## src/rtl/seqgen_101_if.sv

```systemverilog
// Word-input handshake bundle for seqgen_101: valid/ready plus payload and length.
interface seqgen_101_if #(
   parameter int unsigned WIDTH = 8
);
   localparam int unsigned LW = $clog2(WIDTH + 1);

   logic             in_valid;
   logic             in_ready;
   logic [WIDTH-1:0] in_data;
   logic [LW-1:0]    in_len;

   // Producer side offers words; the serializer accepts them.
   modport master (output in_valid, output in_data, output in_len, input in_ready);
   modport slave  (input in_valid, input in_data, input in_len, output in_ready);
endinterface

```

## src/rtl/seqgen_101.sv

```systemverilog
// seqgen_101: serial "101"-pattern transmitter. Accepts a word over valid/ready,
// shifts the low L bits out MSB-first on x (one per clock), then idles GAP cycles.
// Optional macro SEQGEN_EXPECT_EN adds exp_y, a reference overlapping-101 detector
// that follows x with the same one-cycle registered latency as the real detector.
module seqgen_101 #(
   parameter int unsigned WIDTH = 8,
   parameter int unsigned GAP   = 2
) (
   input  logic        clk,
   input  logic        rst,
   seqgen_101_if.slave in_if,
   output logic        x,
   output logic        x_valid,
   output logic        busy,
   output logic        done
`ifdef SEQGEN_EXPECT_EN
   ,
   output logic        exp_y
`endif
);

   localparam int unsigned LW = $clog2(WIDTH + 1);
   localparam int unsigned GW = (GAP > 1) ? $clog2(GAP) : 1;
   localparam logic [GW-1:0] GAP_LAST = GW'((GAP > 0) ? (GAP - 1) : 0);

   typedef enum logic [1:0] {
      S_IDLE  = 2'd0,
      S_SHIFT = 2'd1,
      S_GAP   = 2'd2
   } state_e;

   state_e           state_q, state_d;
   logic [WIDTH-1:0] shreg_q, shreg_d;
   logic [LW-1:0]    bitcnt_q, bitcnt_d;
   logic [GW-1:0]    gapcnt_q, gapcnt_d;

   logic [LW-1:0]    len_eff;
   logic [LW-1:0]    lsh;

   // Effective length: 0 and anything above WIDTH both mean a full word.
   always_comb begin
      len_eff = in_if.in_len;
      if ((in_if.in_len == '0) || (in_if.in_len > LW'(WIDTH))) begin
         len_eff = LW'(WIDTH);
      end
      lsh = LW'(WIDTH) - len_eff;
   end

   // State and datapath registers; reset aborts any word in flight.
   always_ff @(posedge clk or negedge rst) begin
      if (!rst) begin
         state_q  <= S_IDLE;
         shreg_q  <= '0;
         bitcnt_q <= '0;
         gapcnt_q <= '0;
      end else begin
         state_q  <= state_d;
         shreg_q  <= shreg_d;
         bitcnt_q <= bitcnt_d;
         gapcnt_q <= gapcnt_d;
      end
   end

   // Next-state logic and Moore output decode from registered state only.
   always_comb begin
      state_d        = state_q;
      shreg_d        = shreg_q;
      bitcnt_d       = bitcnt_q;
      gapcnt_d       = gapcnt_q;
      in_if.in_ready = 1'b0;
      x              = 1'b0;
      x_valid        = 1'b0;
      busy           = 1'b0;
      done           = 1'b0;

      case (state_q)
         S_IDLE: begin
            in_if.in_ready = 1'b1;
            if (in_if.in_valid) begin
               // Left-justify the field so its MSB sits at the shift-out position.
               shreg_d  = in_if.in_data << lsh;
               bitcnt_d = len_eff - LW'(1);
               state_d  = S_SHIFT;
            end
         end

         S_SHIFT: begin
            x        = shreg_q[WIDTH-1];
            x_valid  = 1'b1;
            busy     = 1'b1;
            done     = (bitcnt_q == '0);
            shreg_d  = {shreg_q[WIDTH-2:0], 1'b0};
            bitcnt_d = bitcnt_q - LW'(1);
            if (bitcnt_q == '0) begin
               bitcnt_d = '0;
               if (GAP > 0) begin
                  gapcnt_d = GAP_LAST;
                  state_d  = S_GAP;
               end else begin
                  state_d  = S_IDLE;
               end
            end
         end

         S_GAP: begin
            busy = 1'b1;
            if (gapcnt_q == '0) begin
               state_d = S_IDLE;
            end else begin
               gapcnt_d = gapcnt_q - GW'(1);
            end
         end

         default: begin
            state_d = S_IDLE;
         end
      endcase
   end

`ifdef SEQGEN_EXPECT_EN
   logic [1:0] hist_q;
   logic       exp_y_q;

   // Reference detector: history spans idle/gap cycles, so patterns can straddle words.
   always_ff @(posedge clk or negedge rst) begin
      if (!rst) begin
         hist_q  <= 2'b00;
         exp_y_q <= 1'b0;
      end else begin
         hist_q  <= {hist_q[0], x};
         exp_y_q <= (hist_q == 2'b10) && x;
      end
   end

   assign exp_y = exp_y_q;
`endif

endmodule

```

## src/flat_wrapper.sv

```systemverilog
// flat-port wrapper written by rule: the top's interface ports become plain ports
module seqgen_101_flat 
#(
   parameter int unsigned WIDTH = 8,
   parameter int unsigned GAP   = 2
)
  (clk, rst, x, x_valid, busy, done, in_if_in_valid, in_if_in_data, in_if_in_len, in_if_in_ready);
  seqgen_101_if #(.WIDTH(WIDTH)) in_if_i ();
  input  logic clk;
  input  logic rst;
  output logic x;
  output logic x_valid;
  output logic busy;
  output logic done;
  input wire logic [$bits(in_if_i.in_valid)-1:0] in_if_in_valid;
  input wire logic [$bits(in_if_i.in_data)-1:0] in_if_in_data;
  input wire logic [$bits(in_if_i.in_len)-1:0] in_if_in_len;
  output wire logic [$bits(in_if_i.in_ready)-1:0] in_if_in_ready;
  assign in_if_i.in_valid = in_if_in_valid;
  assign in_if_i.in_data = in_if_in_data;
  assign in_if_i.in_len = in_if_in_len;
  assign in_if_in_ready = in_if_i.in_ready;
  seqgen_101 #(.WIDTH(WIDTH), .GAP(GAP)) u_core (.clk(clk), .rst(rst), .in_if(in_if_i), .x(x), .x_valid(x_valid), .busy(busy), .done(done));
endmodule
```

## config.mk

```make
export PLATFORM = sky130hd
export DESIGN_NAME = seqgen_101_flat
export DESIGN_NICKNAME = d
export VERILOG_FILES = /design/src/rtl/seqgen_101_if.sv /design/src/rtl/seqgen_101.sv /design/src/flat_wrapper.sv
export SDC_FILE = /design/constraint.sdc
export NUM_CORES = 1
export LEC_CHECK = 0
export BUFFER_PORTS_ARGS = -buffer_cell sky130_fd_sc_hd__buf_2
export CAP_MARGIN = 20
export CELL_PAD_IN_SITES_DETAIL_PLACEMENT = 0
export CELL_PAD_IN_SITES_GLOBAL_PLACEMENT = 1
export CORE_ASPECT_RATIO = 0.75
export CORE_MARGIN = 3
export CORE_UTILIZATION = 42
export CTS_BUF_LIST = sky130_fd_sc_hd__clkbuf_8
export DETAILED_ROUTE_END_ITERATION = 8
export PLACE_DENSITY = 0.85
export SYNTH_ARGS = -nofsm -noshare
export SYNTH_HDL_FRONTEND = slang
export SYNTH_SLANG_ARGS = --single-unit
```

## constraint.sdc

```tcl
create_clock -name clk -period 2.4 [get_ports clk]
set_clock_uncertainty 0.15 [all_clocks]
set_input_delay 0.48 -clock clk [delete_from_list [all_inputs] [get_ports clk]]
set_output_delay 0.48 -clock clk [all_outputs]
set_load 0.02 [all_outputs]
```

==> results.txt <==
----------------------------------------------------
[Cells and area]
  Final-stage net count ... 161
  Leading cell types in the layout, fill and taps excluded ... 19 x buf_2, 15 x dfrtp_1, 13 x nor2_1, 13 x nand2_1, 10 x mux2i_1
  Final antenna diode count ... 0
  Number of fill cells in the layout ... 213
  Most frequent standard cell in the layout excluding fill and tap cells ... buf_2
  Area grow syn2layout ... 17.75%
  Share of final-layout standard cells stronger than drive strength 1 ... 21.99%

[Placement]
  Half-perimeter wire length of the detailed placement result ... 1.915 mm
  Pre-CTS WS ... 0.09238 ns
  Final weighted congestion of routability-driven global placement ... 0.9920
  Port Buffer Count ... 19

[CTS]
  CTS Sinks ... 15
  Clock slew at reported path FFs ... 0.06 ns
  Buffers from clock root to sink, at most ... 2
  Total CTS buffers ... 3
  H-tree Lvls ... 1
  CTS tree ... built
  Clk_lat worst skew ... 0.24 ns
  Clk Tree Root Cell ... clkbuf_8
  Post-CTS Repair Setup Buffers ... 0

[GRT]
  Leftover overflow at the end of global routing ... 0
  Number of global-route vias before repair ... 870
  Pin count of the biggest net entering global routing ... 16
  GR Util All Layers ... 15.98%
  Number of antenna violations at the first check in global routing ... 0
  First-pass GRT wire length ... 3.995 mm

[Routing]
  DR vias ... 968
  Vias per cell ... 5.595
  Wire length after detailed routing ... 2.403 mm
  Routed wire per std cell ... 13.89 um
  Antenna-violating nets left ... 0
  Number of DRC markers after the initial detailed-route iteration ... 65
  Drt pass-1 iters ... 4
  Residual DRC count ... 0

[Worst hold path]
  Path type of the worst min-delay path ... reg2reg

[Critical path]
  Endpoint class of the critical path ... primary output
  Critical Path Fanout Max ... 8
  Type of the worst setup path ... reg2out
  Critical path required time ... 1.77 ns
  Startpoint kind of the worst setup timing path ... register
  Data arrival at the endpoint of the critical path ... 1.54 ns
  Setup slack of the worst register-to-register path ... 0.44 ns

[Timing]
  Number of max-slew violations in the final report ... 0
  Headroom to the max-slew limit ... 52.24%
  Post-layout minimum cycle time ... 2.174 ns
  Final hold violations ... 0
  FMAX ... 459.9 MHz
  Transition at the pin with the smallest max-transition slack ... 0.7116 ns
  Setup slack of the critical path after layout ... 0.2255 ns
  Setup repair after global routing missed its margin ... no
  Post-route worst hold slack ... 0.3483 ns
  Total of endpoints with negative setup slack in the final report ... 0
  Sum Neg Setup Slack ... 0 ns
  Final Cycle Share ... 90.60%

[Synthesis]
  Leading cell types by total area after synthesis ... dfrtp_1 36%, mux2i_1 9.6%, ha_1 4.8%
  Synth area leader ... dfrtp_1
  Most common flop cell mapped by yosys ... dfrtp_1
  #FFs+latches synth ... 15
  Share of the synthesized area in the top cell type ... 35.97%
  Number of enable-type register cells in the synthesized netlist ... 0
  Synth warnings ... 0
  Per-instance average area after synthesis ... 8.769 um2
  Syn Inst Count ... 119
  Synth async-reset ratio ... 100.0%
  Syn nets ... 138
  Netlist Area Pre-Place ... 1044 um2
  Distinct cell type count of the synthesized netlist ... 39
  Fraction of the yosys area taken by sequential cells ... 35.97%

[Status]
  Status ... finished clean

[Die]
  Floorplan die height ... 49.17 um
  Effective utilization at floorplan ... 48.04%
  Core Box Area ... 2172 um2
  Number of rows created at floorplan ... 14
  Die area ... 3125 um2
  Number of I/O pins ... 20
  Die boundary width ... 63.56 um

[Power and ir drop]
  Total power consumption of the routed design ... 1411 uW
  Worst voltage drop across the vdd grid ... 0.0006913 V
  Lkg Pwr ... 0.0005762 uW
  Cell Pwr Density ... 1148 nW/um2

[Job]
  Number of max-cap violations ... 0

----------------------------------------------------
power breakdown:
part	switching, uW	internal (uW)
sequential	82.4	367
combinational	462	302
clock	83.4	113
total	628	783
cell type report:
cell class / instances / area [um2] / area share, %
multi-input combinational: 93 / 609.3 / 49.59
sequential: 15 / 375.4 / 30.55
timing repair buffer: 24 / 135.1 / 11.00
clock buffer: 3 / 41.29 / 3.360
tap: 32 / 40.04 / 3.259
inverter: 5 / 23.77 / 1.935
clock inverter: 1 / 3.754 / 0.3055
synth_stat cells (2+ instances only):
cell type   n
dfrtp_1    15
nand2_1    13
nor2_1     13
mux2i_1    10
o21ai_0     7
a21oi_1     6
buf_2       4
ha_1        4
inv_1       4
nand3_1     4
nor3_1      4
a221oi_1    3
nand2b_1    3
o21ai_1     3
a31oi_1     2
layer usage:
layer	routed length [um]	GRT usage (%)	vias to the layer above
met5	0	0	-
met4	12	2.509	0
met3	134	4.839	2
met2	1061	23.05	21
met1	1194	23.62	471
li1	-	-	474
critical path: stages, from the launching register on:
cell	delay (ns)
dfrtp_1	0.45
or4_1	0.58
nor2_1	0.11
buf_2	0.17
worst paths after layout:
| path | start | to | cells past startpoint |
|---|---|---|---|
| max | u_core.bitcnt_q[2] | done | 3 |
| min | u_core.shreg_q[7] | u_core.shreg_q[7] | 2 |
| max reg2reg | u_core.state_q[0] | u_core.shreg_q[0] | 6 |
| min reg2reg | u_core.shreg_q[7] | u_core.shreg_q[7] | 2 |
| max in group asynchronous | rst | u_core.bitcnt_q[0] | 2 |
| min in group asynchronous | rst | u_core.shreg_q[5] | 2 |
what timing repair did:
| item | CTS | global route |
|---|---|---|
| hold buffers | 1 | 0 |
| endpoints found under the hold margin | 15 | 0 |
| endpoints found under the setup margin | 0 | 0 |
| resized for setup | 0 | 0 |
state kept, by name, summed over array words and instances (netlist names):
register,count
u_core.state_q,2
u_core.gapcnt_q,1
u_core.bitcnt_q,4
u_core.shreg_q,8
cell families (layout without fill, tap and decap cells):
family                   count (synthesis)  in the layout  synth area share (%)
flip-flops                              15             15                 35.97
multiplexers                            11             11                 11.75
XOR/XNOR                                 2              2                 1.679
adder cells (fa/ha/maj)                  4              4                 4.796
buffers and inverters                   11             33                 5.635
AND/OR/NAND/NOR                         43             43                 19.07
AO/OA/AOI/OAI                           33             33                 21.10
metrics by stage:
stage	util [%]	instance area, um2	std cells
3_5_place_dp	54.03	1174	168
4_1_cts	56.57	1229	173
6_report	56.57	1229	173
5_1_grt	56.57	1229	173
2_1_floorplan	-	1044	119
3_3_place_gp	54.03	1174	168
No activity file was read; power rests on OpenSTA's default activity.
